[config.mk]
export PLATFORM = sky130hd
export DESIGN_NAME = imem_loader
export DESIGN_NICKNAME = d
export VERILOG_FILES = /design/src/rtl/imem_loader.sv
export SDC_FILE = /design/constraint.sdc
export NUM_CORES = 1
export LEC_CHECK = 0
export CAP_MARGIN = 15
export CELL_PAD_IN_SITES_DETAIL_PLACEMENT = 0
export CELL_PAD_IN_SITES_GLOBAL_PLACEMENT = 1
export CORE_MARGIN = 1
export CORE_UTILIZATION = 42
export DETAILED_ROUTE_END_ITERATION = 12
export HOLD_SLACK_MARGIN = 0.06
export MAX_ROUTING_LAYER = met4
export PLACE_DENSITY = 0.9
export SYNTH_ARGS = -nofsm -noshare
export SYNTH_HDL_FRONTEND = slang
export SYNTH_SLANG_ARGS = --single-unit
[constraint.sdc]
create_clock -name clk -period 5.07 [get_ports clk]
set_input_delay 0.7605 -clock clk [delete_from_list [all_inputs] [get_ports clk]]
set_output_delay 0.7605 -clock clk [all_outputs]
set_load 0.02 [all_outputs]
[src/rtl/imem_loader.sv]
// imem_loader: fills a writable instruction memory from a host byte stream
// and holds the CPU in reset until a complete, checksummed image is in place.
//
// Stream format: length byte N (1..DEPTH), N data bytes, one checksum byte
// equal to the 8-bit sum of the data bytes.
//
// Ports:
//   clk        system clock, rising edge
//   reset      synchronous active-high reset
//   in_valid   host byte valid
//   in_data    host byte
//   in_ready   loader accepts a byte this cycle
//   im_wr      instruction memory write strobe (one cycle per word)
//   im_abus    instruction memory write address
//   im_dbus    instruction memory write data
//   cpu_reset  CPU reset, high unless the image is loaded and verified
//   done       image loaded and verified, CPU running
//   err        load failed (bad length or checksum)
//   word_cnt   number of words written so far
//
// state  | meaning
// -------+-----------------------------------------------
// LEN    | waiting for the length byte
// DATA   | writing data bytes, one memory word per byte
// CSUM   | waiting for the checksum byte
// RUN    | image verified, CPU released; terminal until reset
// ERROR  | bad length or checksum, CPU held; terminal until reset

module imem_loader #(
    parameter int ADDR_W = 5,
    parameter int DATA_W = 8,
    parameter int DEPTH  = 32
) (
    input  logic              clk,
    input  logic              reset,
    input  logic              in_valid,
    input  logic [DATA_W-1:0] in_data,
    output logic              in_ready,
    output logic              im_wr,
    output logic [ADDR_W-1:0] im_abus,
    output logic [DATA_W-1:0] im_dbus,
    output logic              cpu_reset,
    output logic              done,
    output logic              err,
    output logic [ADDR_W:0]   word_cnt
);

    typedef enum logic [2:0] {
        ST_LEN   = 3'd0,
        ST_DATA  = 3'd1,
        ST_CSUM  = 3'd2,
        ST_RUN   = 3'd3,
        ST_ERROR = 3'd4
    } state_t;

    localparam logic [DATA_W-1:0] DEPTH_V = DATA_W'(DEPTH);

    state_t            state_q, state_d;
    logic [ADDR_W:0]   rem_q, rem_d;      // data bytes still expected
    logic [ADDR_W:0]   cnt_q, cnt_d;
    logic [DATA_W-1:0] sum_q, sum_d;
    logic              wr_q, wr_d;
    logic [ADDR_W-1:0] abus_q, abus_d;
    logic [DATA_W-1:0] dbus_q, dbus_d;
    logic              accept;

    always_ff @(posedge clk) begin
        if (reset) begin
            state_q <= ST_LEN;
            rem_q   <= '0;
            cnt_q   <= '0;
            sum_q   <= '0;
            wr_q    <= 1'b0;
            abus_q  <= '0;
            dbus_q  <= '0;
        end else begin
            state_q <= state_d;
            rem_q   <= rem_d;
            cnt_q   <= cnt_d;
            sum_q   <= sum_d;
            wr_q    <= wr_d;
            abus_q  <= abus_d;
            dbus_q  <= dbus_d;
        end
    end

    always_comb begin
        state_d = state_q;
        rem_d   = rem_q;
        cnt_d   = cnt_q;
        sum_d   = sum_q;
        wr_d    = 1'b0;
        abus_d  = abus_q;
        dbus_d  = dbus_q;

        in_ready = (state_q == ST_LEN) || (state_q == ST_DATA) || (state_q == ST_CSUM);
        accept   = in_valid && in_ready;

        case (state_q)
            ST_LEN: begin
                if (accept) begin
                    if ((in_data != '0) && (in_data <= DEPTH_V)) begin
                        rem_d   = in_data[ADDR_W:0];
                        state_d = ST_DATA;
                    end else begin
                        state_d = ST_ERROR;
                    end
                end
            end
            ST_DATA: begin
                if (accept) begin
                    wr_d   = 1'b1;
                    abus_d = cnt_q[ADDR_W-1:0];
                    dbus_d = in_data;
                    cnt_d  = cnt_q + 1'b1;
                    sum_d  = sum_q + in_data;
                    rem_d  = rem_q - 1'b1;
                    // terminal count: this byte was the last one
                    if (rem_q == {{ADDR_W{1'b0}}, 1'b1}) begin
                        state_d = ST_CSUM;
                    end
                end
            end
            ST_CSUM: begin
                if (accept) begin
                    state_d = (in_data == sum_q) ? ST_RUN : ST_ERROR;
                end
            end
            ST_RUN:   state_d = ST_RUN;
            ST_ERROR: state_d = ST_ERROR;
            default:  state_d = ST_ERROR;
        endcase
    end

    assign im_wr     = wr_q;
    assign im_abus   = abus_q;
    assign im_dbus   = dbus_q;
    assign word_cnt  = cnt_q;
    assign done      = (state_q == ST_RUN);
    assign err       = (state_q == ST_ERROR);
    assign cpu_reset = (state_q != ST_RUN);

endmodule

==> results of run 1 <==
-- registers in the layout, summed over array words and instances, names as in the netlist --
register and flops:
rem_q 6, im_abus 5, word_cnt 6, sum_q 8, im_dbus 8, im_wr 1
state_q 3
-- layout by cell type (no fill, tap or decap), types with 3 or more instances in the layout --
master / instances
clkdlybuf4s50_1: 34
inv_1: 5
nor3_1: 6
xor2_1: 4
clkbuf_8: 6
a21oi_1: 31
and3_1: 3
nor2_1: 21
nand2b_1: 3
nand2_1: 43
ha_1: 10
dfxtp_1: 37
o21ai_1: 3
or4_1: 3
o21ai_0: 8
nand3_1: 3
nor4_1: 3
buf_4: 3
xnor2_1: 5
a211oi_1: 4
-- cells by family (layout without fill, tap and decap cells) --
family | after synthesis | after routing | synth area share (%)
xor+xnor | 9 | 9 | 3.893
buf+inv | 19 | 50 | 4.882
fa+ha+maj | 11 | 11 | 7.169
compound gates | 65 | 65 | 21.20
simple gates | 103 | 103 | 25.77
mux | 1 | 1 | 0.4945
flops | 37 | 37 | 36.59
-- cell usage after synthesis, types with 2 or more instances --
| master | instances | share of area [%] |
|---|---|---|
| a21oi_2 | 2 | 0.87 |
| nor2_1 | 21 | 3.9 |
| buf_6 | 2 | 1.1 |
| o21ai_1 | 3 | 0.74 |
| a21oi_1 | 31 | 7.7 |
| nor4_1 | 3 | 0.93 |
| buf_4 | 3 | 1.1 |
| o31ai_2 | 2 | 1.2 |
| o211ai_2 | 2 | 1.2 |
| nand3_1 | 3 | 0.74 |
| nor3_1 | 6 | 1.5 |
| nand2_1 | 43 | 8.0 |
| a21o_1 | 2 | 0.74 |
| xnor2_1 | 5 | 2.2 |
| o21ai_0 | 8 | 2.0 |
| o211ai_1 | 2 | 0.74 |
| and2_1 | 2 | 0.62 |
| and3_1 | 3 | 0.93 |
| inv_1 | 5 | 0.93 |
| a211oi_1 | 4 | 1.5 |
| dfxtp_1 | 37 | 37 |
| nand2b_1 | 3 | 0.93 |
| xor2_1 | 4 | 1.7 |
| nand4_1 | 2 | 0.62 |
| clkbuf_1 | 7 | 1.3 |
| ha_1 | 10 | 6.2 |
| or4_1 | 3 | 1.1 |
| nand3b_1 | 2 | 0.74 |
-- final timing paths --
path	slack (ps)	startpoint	cells past startpoint	endpoint
min	460	im_abus[3]$_SDFFE_PP0P_	2	im_abus[3]$_SDFFE_PP0P_
min reg2reg	460	im_abus[3]$_SDFFE_PP0P_	2	im_abus[3]$_SDFFE_PP0P_
max	2270	in_valid	4	sum_q[7]$_SDFFE_PP0P_
max reg2reg	2800	state_q[1]$_SDFFE_PP0P_	4	sum_q[7]$_SDFFE_PP0P_
-- power groups by stage --
stage | clock network (mW) | registers (mW) | logic, mW
2_1_floorplan | 0 | 0.307 | 0.0421
3_3_place_gp | 0 | 0.307 | 0.0648
3_5_place_dp | 0 | 0.307 | 0.0652
4_1_cts | 0.223 | 0.301 | 0.0655
5_1_grt | 0.240 | 0.302 | 0.0721
6_report | 0.215 | 0.301 | 0.0652
-- tightest hold or removal path, cell delays in order (launching register included) --
cell     delay (ps)
dfxtp_1         310
nand2_1          50
a21oi_1          50
-- metal layers --
| layer | vias up | GRT usage [%] | part of all wire (%) |
|---|---|---|---|
| li1 | 930 | - | - |
| met1 | 815 | 26.36 | 52 |
| met2 | 29 | 29.31 | 44 |
| met3 | 5 | 4.923 | 3.5 |
| met4 | 0 | 5.333 | 1.0 |
| met5 | - | - | 0 |
-- final cells by class --
type / count / area [sq um] / area share (%)
multi-input combinational: 189 / 1185 / 48.00
tap: 52 / 65.06 / 2.636
timing repair buffer: 37 / 362.8 / 14.70
inverter: 5 / 18.77 / 0.7603
clock inverter: 2 / 13.76 / 0.5575
sequential: 37 / 740.7 / 30.01
clock buffer: 6 / 82.58 / 3.345
==> flow_metrics.env, run 1 <==
export IMPL_critical_path_max_stage_delay_ps=730
export IMPL_first_pass_iters=4
export IMPL_end_kind="flop"
export IMPL_critical_path_required_ps=5240
export IMPL_via_per_inst=5.424
export IMPL_slew_viol_final=0
export IMPL_grt_pass1_vias=1607
export IMPL_antenna_found_initial=0
export IMPL_yosys_warnings=0
export IMPL_clkPwrFrac_pct=37.0
export IMPL_post_cts_setup_buffers=0
export IMPL_holdCritPathClass="flop to flop"
export IMPL_num_rows=24
export IMPL_rsz0062_at_grt="false"
export IMPL_p_sw_share_pct=25.35
export IMPL_nFillCells=435
export IMPL_power_density_mw_per_mm2=235.4
export IMPL_dp_cells=320
export IMPL_ant_nets=0
export IMPL_ys_seq_area_share_pct=36.59
export IMPL_synth_main_ff_cell="dfxtp_1"
export IMPL_synth_edf_count=0
export IMPL_post_route_util_pct=54.81
export IMPL_max_cap_violations=0
export IMPL_dpl_hpwl_microns=3038
export IMPL_finalSetupTns_ps=0
export IMPL_period_minus_slack_ps=2804
export IMPL_grt_max_degree=41
export IMPL_max_vdd_ir_drop_v=0.0001470
export IMPL_critPathKind="input pin to flop"
export IMPL_seq_power_share_pct=51.8
export IMPL_num_vias=1779
export IMPL_tritoncts="done"
export IMPL_grt_pass1_wl_microns=7603
export IMPL_clock_path_buffers=2
export IMPL_drive_gt1_share_pct=8.696
export IMPL_pin_count=35
export IMPL_die_x_microns=71.43
export IMPL_slowest_stage="nand3_1"
export IMPL_htreeDepth=2
export IMPL_fin_nets=297
export IMPL_crit_fanout=25
export IMPL_status="complete, no violations"
export IMPL_clk_pin_slew_worst_paths_ps=70
export IMPL_drt_iter0_drc=124
export IMPL_hold_buffers=0
export IMPL_diodes=0
export IMPL_combinationalPowerShare_pct=11.2
export IMPL_layout_setup_ws_ps=2266
export IMPL_path_buf_inv=1
export IMPL_port_buffers=34
export IMPL_gp_congestion=0.7639
export IMPL_total_power_uw=581.0
export IMPL_p_switching_uw=147.3
export IMPL_place_area_sq_mm=0.002372
export IMPL_ys_ff_latch=37
export IMPL_leakagePower_nw=0.9027
export IMPL_die_height_microns=71.43
export IMPL_finClkSkew_ps=3.308
export IMPL_start_util_pct=44.94
export IMPL_overflow=0
export IMPL_timing_fmax_mhz=356.6
export IMPL_insertion_delay_ps=290
export IMPL_hold_slack_ps=455.3
export IMPL_p_int_uw=433.7
export IMPL_maxSlewHeadroom_pct=35.06
export IMPL_final_area_sq_mm=0.002469
export IMPL_die_area_sq_mm=0.005102
export IMPL_drt_total_wl_microns=4450
export IMPL_grtUsageTotal_pct=19.61
export IMPL_drt_drc_violations_left=0
export IMPL_final_instance_count_excl_fill=328
export IMPL_clock_sinks=37
export IMPL_cp_start_kind="input pin"
export IMPL_synthArstFlopShare_pct=0
export IMPL_syn_avg_cell_area_sq_um=8.263
export IMPL_area_delta_synth_final_pct=21.94
export IMPL_synthesis_area_sq_mm=0.002024
export IMPL_tightestPinTransition_ps=971.4
export IMPL_cts_buffers=5
export IMPL_syn_nets=267
export IMPL_wl_per_cell_microns=13.57
export IMPL_arrival_ps=2970
export IMPL_pre_cts_slack_ps=1976
export IMPL_core_area_sq_mm=0.004504
export IMPL_finalHoldViolations=0
export IMPL_synth_cell_types=53
export IMPL_cp_top_family="simple AND/OR/NAND/NOR gates"
export IMPL_cts_resized=0
export IMPL_fin_crit_sh_pct=55.31
export IMPL_cts_root_buffer="clkbuf_8"
export IMPL_setup_viol=0
export IMPL_postSynthCellCount=245
export IMPL_crit_chain="clkdlybuf4s50_1 -> nand3_1 -> and3_1 -> or4_1"
Note: power is estimated with default switching activity, not from simulation.
==> run 2: changes to the inputs <==
--- a/config.mk
+++ b/config.mk
@@ -9,11 +9,11 @@
 export CELL_PAD_IN_SITES_DETAIL_PLACEMENT = 0
 export CELL_PAD_IN_SITES_GLOBAL_PLACEMENT = 1
 export CORE_MARGIN = 1
-export CORE_UTILIZATION = 42
+export CORE_UTILIZATION = 35
 export DETAILED_ROUTE_END_ITERATION = 12
 export HOLD_SLACK_MARGIN = 0.06
 export MAX_ROUTING_LAYER = met4
-export PLACE_DENSITY = 0.9
+export PLACE_DENSITY = 0.8
 export SYNTH_ARGS = -nofsm -noshare
 export SYNTH_HDL_FRONTEND = slang
 export SYNTH_SLANG_ARGS = --single-unit
==> constraint.sdc (replaced) <==
create_clock -name clk -period 2.4 [get_ports clk]
set_input_delay 0.36 -clock clk [delete_from_list [all_inputs] [get_ports clk]]
set_output_delay 0.36 -clock clk [all_outputs]
set_load 0.02 [all_outputs]
==> run 2 against run 1 <==
  * First-iteration DRC count shrank 24%
  * Total power rose by 120%
  * Combinational power grew 140%
  * Clock power increased by 120%
  * Via count up 5.3%
  * Utilization down 7.5 points
  * Register-to-register slack got worse by 2300 ps
  * Sequential power rose by 110%
  * Global-route usage down 1.9 points
  * Die area increased by 19%
  * Highest routed layer unchanged
==> flow_metrics.env, run 2 (synthesis results as in run 1) <==
export IMPL_end_kind="flop"
export IMPL_slew_viol_final=0
export IMPL_period_minus_slack_ps=2067
export IMPL_antenna_found_initial=0
export IMPL_status="complete, no violations"
export IMPL_cts_resized=0
export IMPL_finalHoldViolations=0
export IMPL_setup_viol=0
export IMPL_die_area_sq_mm=0.006093
export IMPL_clock_path_buffers=2
export IMPL_layout_setup_ws_ps=333.1
export IMPL_start_util_pct=36.54
export IMPL_critical_path_required_ps=2580
export IMPL_first_pass_iters=4
export IMPL_gp_congestion=0.8284
export IMPL_cts_buffers=5
export IMPL_max_vdd_ir_drop_v=0.0002272
export IMPL_via_per_inst=5.134
export IMPL_overflow=0
export IMPL_wl_per_cell_microns=13.66
export IMPL_pre_cts_slack_ps=25.07
export IMPL_crit_fanout=3
export IMPL_die_height_microns=78.06
export IMPL_htreeDepth=2
export IMPL_final_common_cell="nand2_1"
export IMPL_r2r_cells=4
export IMPL_clk_pin_slew_worst_paths_ps=80
export IMPL_cp_start_kind="input pin"
export IMPL_drt_drc_violations_left=0
export IMPL_hold_depth=2
export IMPL_diodes=0
export IMPL_min_to="im_abus[1]$_SDFFE_PP0P_"
export IMPL_grt_pass1_vias=1750
export IMPL_core_area_sq_mm=0.005540
export IMPL_num_rows=27
export IMPL_rsz0062_at_grt="false"
export IMPL_fin_nets=314
export IMPL_nFillCells=583
export IMPL_holdCritPathClass="flop to flop"
export IMPL_dpl_hpwl_microns=3636
export IMPL_r2r_slack_ps=490
export IMPL_fin_crit_sh_pct=86.12
export IMPL_die_x_microns=78.06
export IMPL_mostFrequentLayoutCells="nand2_1, dfxtp_1, clkdlybuf4s50_1, a21oi_1, nor2_1"
export IMPL_final_area_sq_mm=0.002621
export IMPL_drive_gt1_share_pct=13.99
export IMPL_grt_pass1_wl_microns=8224
export IMPL_worstHoldStart="im_abus[1]$_SDFFE_PP0P_"
export IMPL_finalSetupTns_ps=0
export IMPL_power_density_mw_per_mm2=480.6
export IMPL_post_cts_setup_buffers=0
export IMPL_tightestPinTransition_ps=549.7
export IMPL_port_buffers=34
export IMPL_leakagePower_nw=0.9854
export IMPL_area_delta_synth_final_pct=29.48
export IMPL_drt_total_wl_microns=4987
export IMPL_hold_slack_ps=453.0
export IMPL_timing_fmax_mhz=483.8
export IMPL_place_area_sq_mm=0.002525
export IMPL_num_vias=1874
export IMPL_startpoint="in_data[0]"
export IMPL_drt_iter0_drc=94
export IMPL_grtUsageTotal_pct=17.71
export IMPL_insertion_delay_ps=290
export IMPL_maxSlewHeadroom_pct=63.36
export IMPL_regToRegStartpoint="state_q[0]$_SDFFE_PP0P_"
export IMPL_critPathKind="input pin to flop"
export IMPL_pin_count=35
export IMPL_ant_nets=0
export IMPL_tritoncts="done"
export IMPL_cts_root_buffer="clkbuf_8"
export IMPL_arrival_ps=2240
export IMPL_finClkSkew_ps=5.166
export IMPL_total_power_mw=1.260
export IMPL_hold_buffers=0
export IMPL_grt_max_degree=39
export IMPL_clock_sinks=37
export IMPL_reg2reg_to="rem_q[4]$_SDFFE_PP0P_"
export IMPL_max_cap_violations=0
==> run 2: changes by cell type in the layout (fill, tap and decap cells not counted), sizes merged <==
cell / delta
buf: +17
==> run 2: how the worst max path moves through the flow <==
stage,slack (ps),cells past startpoint,endpoint
6_report,330,6,sum_q[7]$_SDFFE_PP0P_
5_1_grt,250,6,sum_q[7]$_SDFFE_PP0P_
4_1_cts,340,6,sum_q[7]$_SDFFE_PP0P_
3_5_place_dp,30,6,sum_q[7]$_SDFFE_PP0P_
3_3_place_gp,60,6,sum_q[7]$_SDFFE_PP0P_
2_1_floorplan,520,5,sum_q[7]$_SDFFE_PP0P_
==> run 2: cell type report <==
| class | instances | area [sq um] | share of cell area [%] |
|---|---|---|---|
| inverters | 5 | 18.77 | 0.7160 |
| clock buffers | 6 | 82.58 | 3.150 |
| well taps | 72 | 90.09 | 3.437 |
| multi-input cells | 189 | 1185 | 45.20 |
| flip-flops and latches | 37 | 740.7 | 28.26 |
| repair buffers | 54 | 490.5 | 18.71 |
| clock inverters | 2 | 13.76 | 0.5251 |
==> run 2: stage by stage <==
step / std cells / utilization, %
2_1_floorplan: 245 / -
3_3_place_gp: 357 / 45.57
3_5_place_dp: 357 / 45.57
4_1_cts: 365 / 47.31
5_1_grt: 365 / 47.31
6_report: 365 / 47.31
==> run 2: power breakdown <==
part / total, mW / internal, mW / leakage [nW] / switching, mW
Sequential: 0.635 / 0.623 / 0.299 / 0.0124
Combinational: 0.159 / 0.0746 / 0.636 / 0.0839
Clock: 0.466 / 0.233 / 0.0512 / 0.233
Total: 1.26 / 0.930 / 0.985 / 0.329
==> run 2: layer usage <==
layer	GRT usage (%)	up-vias	routed length, microns
met1	21.94	871	2313
li1	-	956	-
met5	-	-	0
met4	7.407	0	87
met2	28.07	40	2363
met3	3.605	7	222
==> run 2: worst max-delay path, cell delays in order <==
cell	delay (ps)
clkdlybuf4s50_1	460
ha_1	270
a211oi_1	250
o21ai_1	130
o221a_2	270
or4_1	500
==> run 3: changes to the inputs <==
--- a/config.mk
+++ b/config.mk
@@ -8,7 +8,7 @@
 export CAP_MARGIN = 15
 export CELL_PAD_IN_SITES_DETAIL_PLACEMENT = 0
 export CELL_PAD_IN_SITES_GLOBAL_PLACEMENT = 1
-export CORE_MARGIN = 1
+export CORE_MARGIN = 2
 export CORE_UTILIZATION = 35
 export DETAILED_ROUTE_END_ITERATION = 12
 export HOLD_SLACK_MARGIN = 0.06
==> run 3 against run 2 <==
  * Combinational power about the same
  * Via count decreased by 1.3%
  * Fmax decreased by 0.49%
  * Non-clock buffer count increased by 2
  * Wire length decreased by 0.24%
  * Total power increased by 0.63%
  * Sequential power about the same
  * Largest power group unchanged
==> flow_metrics.env, run 3 (synthesis results as in run 1) <==
export IMPL_status="complete, no violations"
export IMPL_diodes=0
export IMPL_maxSlewHeadroom_pct=61.63
export IMPL_final_area_sq_mm=0.002636
export IMPL_die_area_sq_mm=0.006409
export IMPL_antenna_found_initial=0
export IMPL_setup_viol=0
export IMPL_start_util_pct=36.54
export IMPL_cts_buffers=5
export IMPL_end_kind="flop"
export IMPL_place_area_sq_mm=0.002540
export IMPL_die_x_microns=80.06
export IMPL_wl_met3_microns=153
export IMPL_post_cts_setup_buffers=0
export IMPL_arrival_ps=2250
export IMPL_first_pass_iters=4
export IMPL_finalHoldViolations=0
export IMPL_port_buffers=34
export IMPL_wl_per_cell_microns=13.56
export IMPL_multi_input_area_sq_mm=0.001185
export IMPL_area_delta_synth_final_pct=30.22
export IMPL_clock_path_buffers=2
export IMPL_mostFrequentLayoutCells="nand2_1, dfxtp_1, clkdlybuf4s50_1, a21oi_1, buf_4"
export IMPL_hold_buffers=0
export IMPL_ff_latch_area_sq_um=740.7
export IMPL_nFillCells=569
export IMPL_core_area_sq_mm=0.005540
export IMPL_tritoncts="done"
export IMPL_period_minus_slack_ps=2077
export IMPL_wl_met2_microns=2236
export IMPL_drt_total_wl_microns=4975
export IMPL_die_height_microns=80.06
export IMPL_cp_start_kind="input pin"
export IMPL_insertion_delay_ps=290
export IMPL_grt_pass1_vias=1760
export IMPL_clk_pin_slew_worst_paths_ps=80
export IMPL_num_vias=1849
export IMPL_final_common_cell="nand2_1"
export IMPL_rsz0062_at_grt="false"
export IMPL_crit_fanout=2
export IMPL_finalSetupTns_ps=0
export IMPL_clock_sinks=37
export IMPL_slew_viol_final=0
export IMPL_max_cap_violations=0
export IMPL_grtUsageTotal_pct=17.23
export IMPL_wirelength_met1_microns=2509
export IMPL_via_per_inst=5.038
export IMPL_timing_fmax_mhz=481.4
export IMPL_drive_gt1_share_pct=14.58
export IMPL_overflow=0
export IMPL_fin_nets=316
export IMPL_critPathKind="input pin to flop"
export IMPL_tightestPinTransition_ps=575.5
export IMPL_holdCritPathClass="flop to flop"
export IMPL_critical_path_required_ps=2580
export IMPL_num_rows=27
export IMPL_drt_drc_violations_left=0
export IMPL_drt_iter0_drc=96
export IMPL_ant_nets=0
export IMPL_max_vdd_ir_drop_v=0.0002158
export IMPL_gp_congestion=0.8141
export IMPL_fin_crit_sh_pct=86.55
export IMPL_pin_count=35
export IMPL_cts_root_buffer="clkbuf_8"
export IMPL_grt_max_degree=39
export IMPL_power_density_mw_per_mm2=480.9
export IMPL_hold_slack_ps=453.9
export IMPL_top_layer="met4"
export IMPL_leakagePower_nw=0.9958
export IMPL_htreeDepth=2
export IMPL_grt_pass1_wl_microns=8383
export IMPL_cts_resized=0
export IMPL_finClkSkew_ps=5.379
export IMPL_dpl_hpwl_microns=3632
-- run 3: cell count changes in the layout (fill, tap and decap cells not counted) --
cell | previous run | this run
buf_4 | 20 | 22
-- run 3: critical path, cell delays in order --
cell,delay (ps)
clkdlybuf4s50_1,440
ha_1,330
a211oi_1,220
o21ai_1,130
o221a_2,270
or4_1,500
-- run 3: cell type report --
| type | instances | share of cell area [%] |
|---|---|---|
| Clock inverter | 2 | 0.5221 |
| Inverter | 5 | 0.7119 |
| Multi-Input combinational cell | 189 | 44.95 |
| Timing Repair Buffer | 56 | 19.17 |
| Clock buffer | 6 | 3.132 |
| Sequential cell | 37 | 28.10 |
| Tap cell | 72 | 3.417 |
-- run 3: through the flow --
step	utilization, %	setup WS, ps	total power, mW	std cells
3_3_place_gp	45.84	-3.046	0.8099	359
6_report	47.58	322.8	1.268	367
3_5_place_dp	45.84	-0.4290	0.8098	359
4_1_cts	47.58	324.0	1.282	367
2_1_floorplan	-	520.5	0.7366	245
5_1_grt	47.58	152.3	1.328	367
-- run 3: where the power goes --
group	switching, mW	total, mW	internal (mW)
combinational	0.0843	0.161	0.0768
sequential	0.0126	0.636	0.623
clock	0.238	0.471	0.233
total	0.335	1.27	0.933
-- run 3: layer usage --
| layer | global-route usage, % | vias up |
|---|---|---|
| li1 | - | 965 |
| met1 | 22.69 | 849 |
| met2 | 26.50 | 29 |
| met3 | 3.596 | 6 |
| met4 | 5.593 | 0 |
| met5 | - | - |
-- run 3: worst paths after layout --
kind / startpoint / end / slack [ps] / cells after the start
worst max-delay path: in_data[1] / sum_q[7]$_SDFFE_PP0P_ / 320 / 6
worst min-delay path: im_dbus[3]$_SDFFE_PP0P_ / im_dbus[3]$_SDFFE_PP0P_ / 450 / 2
worst max register to register: sum_q[1]$_SDFFE_PP0P_ / sum_q[7]$_SDFFE_PP0P_ / 480 / 5
worst min register to register: im_dbus[3]$_SDFFE_PP0P_ / im_dbus[3]$_SDFFE_PP0P_ / 450 / 2
